===== src/rtl/mem_module_pkg.sv =====
// Shared constants, FSM state type and width helper for the feature-map buffer.
package mem_module_pkg;

    localparam int unsigned NUMBER_OF_K = 4;
    localparam int unsigned BIT_SIZE    = 32;
    localparam int unsigned PROC_ELEMS  = 2;
    localparam int unsigned IMAGE_WIDTH = 2;

    localparam int unsigned PIX_PER_IMG = IMAGE_WIDTH * IMAGE_WIDTH;
    localparam int unsigned TOTAL_WORDS = NUMBER_OF_K * PIX_PER_IMG;
    localparam int unsigned WC_W        = $clog2(PIX_PER_IMG + 1);
    localparam int unsigned RP_W        = $clog2(TOTAL_WORDS);

    typedef enum logic {StFill, StDrain} mem_state_t;

    // Index width that never collapses to zero bits for single-entry ranges.
    function automatic int unsigned width_of(input int unsigned n);
        return (n > 1) ? $clog2(n) : 1;
    endfunction

endpackage


===== src/rtl/mem_kernel_buf.sv =====
// Per-kernel image store: a register file filled in arrival order by a saturating write counter.
module mem_kernel_buf #(
    parameter int unsigned Depth = 4,
    parameter int unsigned Width = 32,
    parameter int unsigned CntW  = 3,
    parameter int unsigned AddrW = 2
) (
    input  logic             clk,
    input  logic             res_n,
    input  logic             clear,
    input  logic             we,
    input  logic [Width-1:0] wdata,
    input  logic [AddrW-1:0] raddr,
    output logic [Width-1:0] rdata,
    output logic             full,
    output logic             last
);

    logic [Width-1:0] mem_q [Depth];
    logic [CntW-1:0]  wc_q, wc_d;
    logic             wr;

    assign full  = (wc_q == CntW'(Depth));
    assign last  = (wc_q == CntW'(Depth - 1));
    assign wr    = we && !full;
    assign rdata = mem_q[raddr];

    always_comb begin
        wc_d = wc_q;
        if (clear) begin
            wc_d = '0;
        end else if (wr) begin
            wc_d = wc_q + CntW'(1);
        end
    end

    always_ff @(posedge clk) begin
        if (!res_n) begin
            wc_q <= '0;
        end else begin
            wc_q <= wc_d;
        end
    end

    // Contents are don't-care after reset, so the array carries no reset.
    always_ff @(posedge clk) begin
        if (wr) begin
            mem_q[AddrW'(wc_q)] <= wdata;
        end
    end

endmodule


===== src/rtl/mem_module.sv =====
// Feature-map buffer: collects one image per kernel from the PE lanes, then streams all
// images out kernel-major, one registered word per cycle.
module mem_module
    import mem_module_pkg::*;
#(
    parameter int unsigned NumberOfK          = NUMBER_OF_K,
    parameter int unsigned BitSize            = BIT_SIZE,
    parameter int unsigned ProcessingElements = PROC_ELEMS,
    parameter int unsigned ImageWidth         = IMAGE_WIDTH
) (
    input  logic                               clk,
    input  logic                               res_n,
    input  logic [NumberOfK-1:0]               in_valid,
    input  logic [ProcessingElements*BitSize-1:0] in_data,
    output logic [BitSize-1:0]                 out_data,
    output logic                               out_valid,
    output logic                               image_done
);

    localparam int unsigned PixPerImg  = ImageWidth * ImageWidth;
    localparam int unsigned TotalWords = NumberOfK * PixPerImg;
    localparam int unsigned WcW        = $clog2(PixPerImg + 1);
    localparam int unsigned RpW        = width_of(TotalWords);
    localparam int unsigned AddrW      = width_of(PixPerImg);
    localparam int unsigned KerW       = width_of(NumberOfK);

    mem_state_t          state_q, state_d;
    logic [RpW-1:0]      rp_q, rp_d;
    logic [BitSize-1:0]  out_data_q, out_data_d;
    logic                out_valid_q, out_valid_d;
    logic                image_done_q, image_done_d;

    logic [NumberOfK-1:0] we, full, last, done_next;
    logic                 clear;
    logic [AddrW-1:0]     rd_pix;
    logic [KerW-1:0]      rd_ker;
    logic [BitSize-1:0]   rdata [NumberOfK];

    for (genvar k = 0; k < NumberOfK; k++) begin : g_kernel
        assign we[k]        = (state_q == StFill) && in_valid[k];
        // Kernel is complete after this edge if already full or taking its final pixel now.
        assign done_next[k] = full[k] || (we[k] && last[k]);

        mem_kernel_buf #(
            .Depth (PixPerImg),
            .Width (BitSize),
            .CntW  (WcW),
            .AddrW (AddrW)
        ) u_buf (
            .clk   (clk),
            .res_n (res_n),
            .clear (clear),
            .we    (we[k]),
            .wdata (in_data[(k % ProcessingElements) * BitSize +: BitSize]),
            .raddr (rd_pix),
            .rdata (rdata[k]),
            .full  (full[k]),
            .last  (last[k])
        );
    end

    always_comb begin
        rd_pix       = AddrW'(32'(rp_q) % PixPerImg);
        rd_ker       = KerW'(32'(rp_q) / PixPerImg);
        state_d      = state_q;
        rp_d         = rp_q;
        out_data_d   = out_data_q;
        out_valid_d  = out_valid_q;
        image_done_d = image_done_q;
        clear        = 1'b0;
        unique case (state_q)
            StFill: begin
                if (&done_next) begin
                    state_d = StDrain;
                end
            end
            StDrain: begin
                // The cycle after the final word returns to fill and rearms every counter.
                if (image_done_q) begin
                    state_d      = StFill;
                    clear        = 1'b1;
                    rp_d         = '0;
                    out_valid_d  = 1'b0;
                    image_done_d = 1'b0;
                end else begin
                    out_data_d   = rdata[rd_ker];
                    out_valid_d  = 1'b1;
                    image_done_d = (rp_q == RpW'(TotalWords - 1));
                    rp_d         = rp_q + RpW'(1);
                end
            end
            default: state_d = StFill;
        endcase
    end

    always_ff @(posedge clk) begin
        if (!res_n) begin
            state_q      <= StFill;
            rp_q         <= '0;
            out_data_q   <= '0;
            out_valid_q  <= 1'b0;
            image_done_q <= 1'b0;
        end else begin
            state_q      <= state_d;
            rp_q         <= rp_d;
            out_data_q   <= out_data_d;
            out_valid_q  <= out_valid_d;
            image_done_q <= image_done_d;
        end
    end

    assign out_data   = out_data_q;
    assign out_valid  = out_valid_q;
    assign image_done = image_done_q;

endmodule


===== config.mk =====
export PLATFORM = sky130hd
export DESIGN_NAME = mem_module
export DESIGN_NICKNAME = d
export VERILOG_FILES = /design/src/rtl/mem_module_pkg.sv /design/src/rtl/mem_kernel_buf.sv /design/src/rtl/mem_module.sv
export SDC_FILE = /design/constraint.sdc
export NUM_CORES = 1
export LEC_CHECK = 0
export ABC_AREA = 1
export CORE_AREA = 2 2 203 205
export DETAILED_ROUTE_END_ITERATION = 6
export DIE_AREA = 0 0 205 207
export PLACE_DENSITY = 0.79
export SKIP_CTS_REPAIR_TIMING = 1
export SLEW_MARGIN = 10
export SYNTH_ARGS = -nofsm -noshare
export SYNTH_HDL_FRONTEND = slang
export SYNTH_SLANG_ARGS = --single-unit

===== constraint.sdc =====
create_clock -name clk -period 5.6 [get_ports clk]
set_input_delay 1.12 -clock clk [delete_from_list [all_inputs] [get_ports clk]]
set_output_delay 1.12 -clock clk [all_outputs]
set_load 0.01 [all_outputs]

# Word level (Yosys, flattened, before mapping)
# Memory sizes are Yosys's and may differ from the RTL's. A register that Yosys moved wholly into a read port is not among the register bits.
# Index checks and enable logic that the tools add are counted.
# totals
reg_bits,51
ramBits,512
in_bits,70
out_inout_bits,34
word_cells,81
memories,4
# memory_table
memory,depth,width,read_ports,rd_ports_with_merged_regs,write_ports,line_no,text
g_kernel[0].u_buf.mem_q,4,32,1,1,1,mem_kernel_buf.sv:19,logic [Width-1:0] mem_q [Depth];
g_kernel[1].u_buf.mem_q,4,32,1,1,1,mem_kernel_buf.sv:19,
g_kernel[2].u_buf.mem_q,4,32,1,1,1,mem_kernel_buf.sv:19,
g_kernel[3].u_buf.mem_q,4,32,1,1,1,mem_kernel_buf.sv:19,
# op_classes
addsub,5
order_cmp,1
n_eq_ne,9
muxes,26
n_bitwise,4
reduce_logical,23
# op_table
op,n
$bmux W32 S2,1
$mux W32,2
$mux W2,8
$mux W1,13
$add A3 B1 Y3 const B,4
$eq A3 B2 Y1 const B,4
$eq A3 B3 Y1 const B,4
$logic_and A1 B1 Y1,12
$add A4 B1 Y4 const B,1
$eq A4 B4 Y1 const B,1
$logic_not A1 Y1,4
$logic_or A1 B1 Y1,4
$mux W4,1
$reduce_and A4 Y1,1
$ge A3 B3 Y1 const B,1
$not A1 Y1,3
$not A2 Y3,1
$pmux W1 S2,1
$reduce_and A2 Y1,1
$reduce_or A2 Y1,1

# Longest topological paths before layout
# Gate-level depths: netlist of run 1.
# depth
ltp_word,7
mapped_depth,10
ltp_nobuf,7

# By module
# A second synthesis of run 1 with hierarchy kept.
# unflattened
cells_unflattened,2651
hier_area_um2,25649.6
# by_module_without_submodules
mod,n_inst,cells_each,area_per_inst_um2,seq_area_each_um2
mem_kernel_buf,4,511,5624.1,3903.7
mem_module,1,607,3153.0,780.7

# Worst setup path after synthesis of run 1
# No wires, ideal clock.
# synth_path
path_type,in2reg
startpoint,in in_valid[2]
endpoint,mem g_kernel[2].u_buf.mem_q[0][0] (enable)
setup_time_ns,0.421
arrival_time_ns,2.712
required_ns,5.179
slack_ns,2.467
cell_stages,2
path_buffers,0
path_cell_list,nand3_1 > nor2_1
# synth_via
elab_chain_cells,4
# synth_lines
element,line_no,text
start: declaration,mem_module.sv:13,"input logic [NumberOfK-1:0] in_valid,"
$logic_and A1 B1 Y1,mem_module.sv:40,assign we[k] = (state_q == StFill) && in_valid[k];
$logic_and A1 B1 Y1,mem_kernel_buf.sv:25,assign wr = we && !full;
$mux W1,mem_kernel_buf.sv:47,if (wr) begin
$mux W1 (not written as such),mem_kernel_buf.sv:48,mem_q[AddrW'(wc_q)] <= wdata;
end: declaration,mem_kernel_buf.sv:19,
# Every way passes these cells.

# Final worst setup path of run 1
# layout_path
startpoint,in res_n
endpoint,reg g_kernel[2].u_buf.wc_q[1]
# layout_via
elab_chain_cells,2
# layout_lines
element,line_no,text
start: declaration,mem_module.sv:12,"input logic res_n,"
$not A1 Y1 (no source line),n/a,
$reduce_or A2 Y1 (no source line),n/a,
end signal: assignment,mem_kernel_buf.sv:41,wc_q <= wc_d;
end: declaration,mem_kernel_buf.sv:20,"logic [CntW-1:0] wc_q, wc_d;"
# Every way passes these cells.
# A chain may end at the register's enable or synchronous reset.

==> run_results.csv, run 1 <==
group,metric,value,unit
outcome,status,"finished clean",
routing,drcViolationCount,0,
logic_synthesis,synth_area_leaders,"edfxtp_1 65%, nand2_1 10%, nand3_1 7.5%",
global_routing,grt_pass1_wl,83610,µm
floorplanning,core_area,40370,µm²
run,maxCapViolCount,0,
critical_path,critPathKind,"in2reg",
logic_synthesis,seq_area_frac_synth,69.03,%
logic_synthesis,netlist_area,23810,µm²
sta,max-slew-margin-rel,21.30,%
critical_path,cp-endpoint,"g_kernel[2].u_buf.wc_q[1]$_SDFFE_PP0P_",
logic_synthesis,ys_ff_latch,565,
critical_path,r2r_setup_slack,2.62,ns
floorplanning,io_pins,104,
clock_network,cts_root_buf,"clkbuf_16",
logic_synthesis,synth_edf_count,512,
sta,skew,0.01056,ns
sta,tightest_slew,1.177,ns
logic_synthesis,yosysUniqueCellTypes,27,
sta,period_needed,3.077,ns
critical_path,critPathMaxFanout,34,
pwr,leakagePower,10.73,nW
sta,fin_crit_sh,54.94,%
routing,routed-wl-met2,26870,µm
global_routing,grt_pass1_vias,15693,
routing,dr.pass1.iters,5,
sta,finalSetupTns,0,ns
logic_synthesis,yosys_warnings,0,
critical_path,critPathMaxStageDelay,1.24,ns
finish,synthToLayoutAreaGrowth,11.90,%
floorplanning,initial_utilization,58.98,%
clock_network,htreeDepth,2,
routing,ant_nets,0,
logic_synthesis,syn-num-nets,2319,
logic_synthesis,yosys-top-cells-count,"634 x nand2_1, 512 x edfxtp_1, 357 x inv_1, 356 x nand3_1, 79 x a21oi_1",
global_routing,antenna_found_initial,0,
routing,drt_iter0_markers,1453,
global_routing,grt_max_degree,130,
logic_synthesis,async_reset_ff_share,0,%
clock_network,clock_latency,0.57,ns
floorplanning,fp.dieW,205,µm
critical_path,cp-start-kind,"input pin",
place,dp_hpwl,32360,µm
floorplanning,std_cell_rows,74,
clock_network,cts.clk_slew.worst_paths,0.06,ns
critical_path,cp-end-kind,"flop",
floorplanning,fp.dieH,207,µm
critical_path,startpoint,"res_n",
place,globalplace.congestion,0.8899,
routing,num_vias,15819,
critical_path,ff2ff_path_depth,7,
critical_path,crit_buf_inv,3,
routing,avgRoutedWirePerCell,19.00,µm
routing,vias_per_cell,5.529,
finish,n_antenna_cell,0,
critical_path,cp.arrival,3.55,ns
clock_network,cts_made_buffers,53,
logic_synthesis,yosysTopAreaCell,"edfxtp_1",
finish,nNetsFinal,2375,
critical_path,cp.required,6.07,ns
critical_path,path_delay_family,"buffers and inverters",
min_path,hp-class,"reg2reg",
logic_synthesis,syn_inst,2228,
routing,met3_length,3618,µm
sta,rsz0062_at_grt,"false",
critical_path,path_cells,"clkdlybuf4s50_1, inv_1, a21oi_4, clkinv_1, a211oi_1",
global_routing,grt.total_usage,25.64,%
sta,max_freq,325.0,MHz
finish,drive_above_1_share,4.337,%
logic_synthesis,postSynthAreaPerCell,10.69,µm²
floorplanning,fp.dieArea,42440,µm²
critical_path,path_depth,5,
critical_path,r2r-end,"out_data[20]$_SDFFE_PN0P_",
routing,m1WireLength,21370,µm
place,place_ws,2.068,ns
sta,hold_viol,0,
global_routing,grt-ovfl-total,0,
pwr,peakVddDrop,0.2230,mV
critical_path,cp_slowest_cell,"clkdlybuf4s50_1",
logic_synthesis,yosysTopAreaCellShare,64.58,%
clock_network,clock-sinks,565,
min_path,holdPathStages,2,
routing,wl,54370,µm
clock_network,cts_tree,"yes",
sta,setup_viol,0,
sta,worst_slack,2.523,ns
finish,fillCellCount,2953,
logic_synthesis,synth_ff_type,"edfxtp_1",
logic_synthesis,synth.most_common_cell,"nand2_1",
routing,top_layer_used,"met4",
clock_network,cts_max_path_buffers,3,
sta,slew_violations,0,
place,port-buffer-count,103,
pwr,powerDensity,328.2,nW/µm²
-- through the flow --
stage	power, mW	std cells	util (%)	hold slack [ns]	area (µm²)
4_1_cts	8.768	2861	66.00	0.4848	26640
2_1_floorplan	5.177	2228	-	0.4755	23810
5_1_grt	8.995	2861	66.00	0.5130	26640
6_report	8.743	2861	66.00	0.4898	26640
3_5_place_dp	5.396	2761	61.90	0.4690	24990
3_3_place_gp	5.361	2761	61.90	0.4735	24990
-- layout by cell type (no fill, tap or decap), drive strengths merged --
| master | n |
|---|---|
| nor3 | 1 |
| clkbuf | 75 |
| nor2 | 54 |
| ha | 21 |
| clkdlybuf4s50 | 103 |
| a211oi | 1 |
| dfxtp | 53 |
| a21oi | 80 |
| o211a | 1 |
| nand4 | 1 |
| clkinv | 22 |
| inv | 361 |
| nor4 | 1 |
| edfxtp | 512 |
| a31oi | 1 |
| o21ai | 40 |
| buf | 9 |
| bufinv | 3 |
| nand3 | 356 |
| nand2 | 634 |
-- flip-flops by register name, summed over array words and instances (netlist names), named ones only --
name,cells
out_data,32
image_done,1
rp_q,4
g_kernel.u_buf.mem_q,512
state_q,1
g_kernel.u_buf.wc_q,12
out_valid,1
-- where the power goes --
group          total (mW)  switching (mW)  internal (mW)  leakage (nW)
clock                3.43            1.48           1.95         0.806
combinational       0.446           0.316          0.130          4.80
sequential           4.86          0.0473           4.82          5.12
total                8.74            1.84           6.90          10.7
-- layer usage --
layer	global-route usage (%)	vias to the layer above
met5	0	-
met4	12.01	0
met3	3.619	118
met1	33.37	7649
met2	42.73	637
li1	-	7415
-- tightest hold or removal path: stages (launching register included) --
cell and delay [ns]:
dfxtp_1 0.32, nor2_1 0.08, nor2_1 0.05
-- cell families after synthesis --
group	Yosys count	share of synthesized area, %
compound gates	123	2.670
fa+ha+maj	21	1.104
buf+inv	472	8.760
flops	565	69.03
simple gates	1047	18.44
-- layout make-up --
cell class | instances | area (µm²) | area share, %
multi-input combinational | 1191 | 5408 | 20.30
clock inverter | 25 | 191.4 | 0.7185
tap | 532 | 665.6 | 2.498
clock buffer | 75 | 1461 | 5.485
inverter | 361 | 1363 | 5.114
sequential | 565 | 16440 | 61.72
timing repair buffer | 112 | 1111 | 4.170
-- worst min-delay path by stage --
stage                             end  slack [ns]                   start
2_1_floorplan                    flop        0.48    rp_q[1]$_SDFFE_PN0P_
3_3_place_gp   out_valid$_SDFFE_PN0P_        0.47  out_valid$_SDFFE_PN0P_
3_5_place_dp   out_valid$_SDFFE_PN0P_        0.47  out_valid$_SDFFE_PN0P_
4_1_cts        out_valid$_SDFFE_PN0P_        0.48  out_valid$_SDFFE_PN0P_
5_1_grt        out_valid$_SDFFE_PN0P_        0.51  out_valid$_SDFFE_PN0P_
6_report       out_valid$_SDFFE_PN0P_        0.49  out_valid$_SDFFE_PN0P_
Power figures use the tool's default switching activity.
==> run 2, diff against run 1 <==
==> constraint.sdc (replaced) <==
create_clock -name clk -period 2.9 [get_ports clk]
set_input_delay 0.58 -clock clk [delete_from_list [all_inputs] [get_ports clk]]
set_output_delay 0.58 -clock clk [all_outputs]
set_load 0.01 [all_outputs]
==> run 2 against run 1 <==
Compared with the run above: the flow now finishes with violations (DRC); non-clock buffer count is 22 higher; wire length increased by 0.52%; die area unchanged; sequential power increased by 93%; global-route usage grew 0.46 points; clock power grew 130%; via count is essentially flat; sequential cell count is the same; final area rose by 2.9%; critical path type is now reg2out; critical endpoint is now image_done; highest routed layer unchanged.
==> run_results.csv, run 2 (synthesized netlist as in run 1, its figures left out) <==
group,metric,value,unit
outcome,status,"finished, violations left",
outcome,violations,"DRC",
global_routing,grt_max_degree,257,
place,dp_hpwl,33260,µm
sta,skew,0.02269,ns
floorplanning,io_pins,104,
routing,drcViolationCount,1,
clock_network,cts_tree,"yes",
sta,setup_viol,0,
sta,period_needed,2.228,ns
sta,hold_ws,0.4981,ns
finish,final_cell_area,27420,µm²
place,globalplace.congestion,0.8894,
pwr,peakVddDrop,0.5379,mV
global_routing,grt-ovfl-total,0,
clock_network,cts.clk_slew.worst_paths,0.07,ns
global_routing,antenna_found_initial,0,
clock_network,cts_root_buf,"clkbuf_16",
critical_path,cp_slowest_cell,"clkdlybuf4s50_1",
global_routing,grt_pass1_wl,84460,µm
clock_network,clock_latency,0.61,ns
finish,final_cell_mix,"634 x nand2_1, 512 x edfxtp_1, 356 x inv_1, 356 x nand3_1, 103 x clkdlybuf4s50_1",
pwr,clkPwrFrac,43.0,%
critical_path,cp-end-kind,"primary output",
finish,final_util,67.93,%
run,maxCapViolCount,0,
floorplanning,std_cell_rows,74,
finish,mostFrequentLayoutCell,"nand2_1",
place,place_area,25430,µm²
critical_path,critPathMaxFanout,4,
global_routing,grt_pass1_vias,15536,
global_routing,grt.busiest_layer,"met2",
floorplanning,fp.dieArea,42440,µm²
global_routing,use_met3,3.477,%
pwr,combinationalPowerShare,5.2,%
finish,drive_above_1_share,6.125,%
critical_path,cp.arrival,1.65,ns
sta,max_freq,448.8,MHz
critical_path,path_delay_family,"buffers and inverters",
pwr,power_frac_seq,51.8,%
sta,finalSetupTns,0,ns
finish,top_register,"g_kernel.u_buf.mem_q",
critical_path,critPathMaxStageDelay,0.60,ns
pwr,switching_share,20.55,%
pwr,p_switching,3.723,mW
pwr,leakagePower,11.09,nW
routing,num_vias,15828,
floorplanning,fp.dieW,205,µm
finish,nNetsFinal,2398,
routing,wl,54650,µm
routing,avgRoutedWirePerCell,18.95,µm
pwr,internal_power,14.39,mW
floorplanning,fp.dieH,207,µm
sta,tightest_slew,1.121,ns
global_routing,grt.met2_usage,43.25,%
pwr,finalPower,18.11,mW
sta,fin_crit_sh,76.84,%
global_routing,use_met1,33.74,%
critical_path,cp-start-kind,"flop",
clock_network,htreeDepth,2,
finish,largest_reg_flops,512,
min_path,hp-class,"reg2reg",
global_routing,grt.total_usage,26.10,%
clock_network,clock-sinks,565,
critical_path,crit_buf_inv,1,
clock_network,cts_max_path_buffers,3,
sta,hold_viol,0,
finish,synthToLayoutAreaGrowth,15.17,%
clock_network,cts_made_buffers,54,
routing,ant_nets,0,
sta,max-slew-margin-rel,25.29,%
critical_path,path_cells,"clkdlybuf4s50_1",
place,port-buffer-count,103,
floorplanning,initial_utilization,58.98,%
routing,drt_iter0_markers,1579,
critical_path,critPathKind,"reg2out",
routing,dr.pass1.iters,7,
sta,rsz0062_at_grt,"false",
routing,vias_per_cell,5.490,
critical_path,cp.required,2.32,ns
floorplanning,core_area,40370,µm²
sta,slew_violations,0,
pwr,powerDensity,660.6,nW/µm²
finish,n_antenna_cell,0,
## run 2: cell types whose count changed in the layout (fill, tap and decap cells not counted), moves of 2 or more
cell       delta
clkinv_1      -7
clkbuf_8      +4
buf_12       +22
clkinv_2      +3
inv_6         +2
bufinv_16    +11
clkbuf_1     -14
## run 2: stage by stage
step                      worst slack [ns]  std cells
after CTS                           0.6465       2883
after floorplan                     0.1861       2228
final                               0.6717       2883
after detailed placement            0.5885       2783
after global placement              0.6263       2783
after global routing                0.5959       2883
## run 2: worst paths after layout
check	start	slack (ns)	to	cells past startpoint
setup / recovery	image_done$_SDFFE_PN0P_	0.67	image_done	1
hold / removal	out_valid$_SDFFE_PN0P_	0.50	out_valid$_SDFFE_PN0P_	2
hold reg to reg	out_valid$_SDFFE_PN0P_	0.50	out_valid$_SDFFE_PN0P_	2
setup reg to reg	flop	0.74	out_data[27]$_SDFFE_PN0P_	6
## run 2: cell type report
| cell class | instances | area (µm²) |
|---|---|---|
| Tap cell | 532 | 665.6 |
| Multi-Input combinational cell | 1191 | 5408 |
| Clock buffer | 64 | 1439 |
| Clock inverter | 36 | 551.8 |
| Fill cell | 2806 | 12950 |
| Timing Repair Buffer | 134 | 1551 |
| Inverter | 361 | 1363 |
| Sequential cell | 565 | 16440 |
## run 2: metal layers
metal | wire [µm] | up-vias
li1 | - | 7453
met1 | 20570 | 7496
met2 | 27110 | 719
met3 | 4085 | 160
met4 | 2881 | 0
met5 | 0 | -
## run 2: power groups by stage
| stage | registers (mW) | logic (mW) | clock network [mW] |
|---|---|---|---|
| 3_3_place_gp | 9.53 | 0.889 | 0 |
| 2_1_floorplan | 9.55 | 0.450 | 0 |
| 5_1_grt | 9.41 | 1.04 | 8.17 |
| 4_1_cts | 9.38 | 0.947 | 7.85 |
| 3_5_place_dp | 9.55 | 0.938 | 0 |
| 6_report | 9.38 | 0.940 | 7.79 |
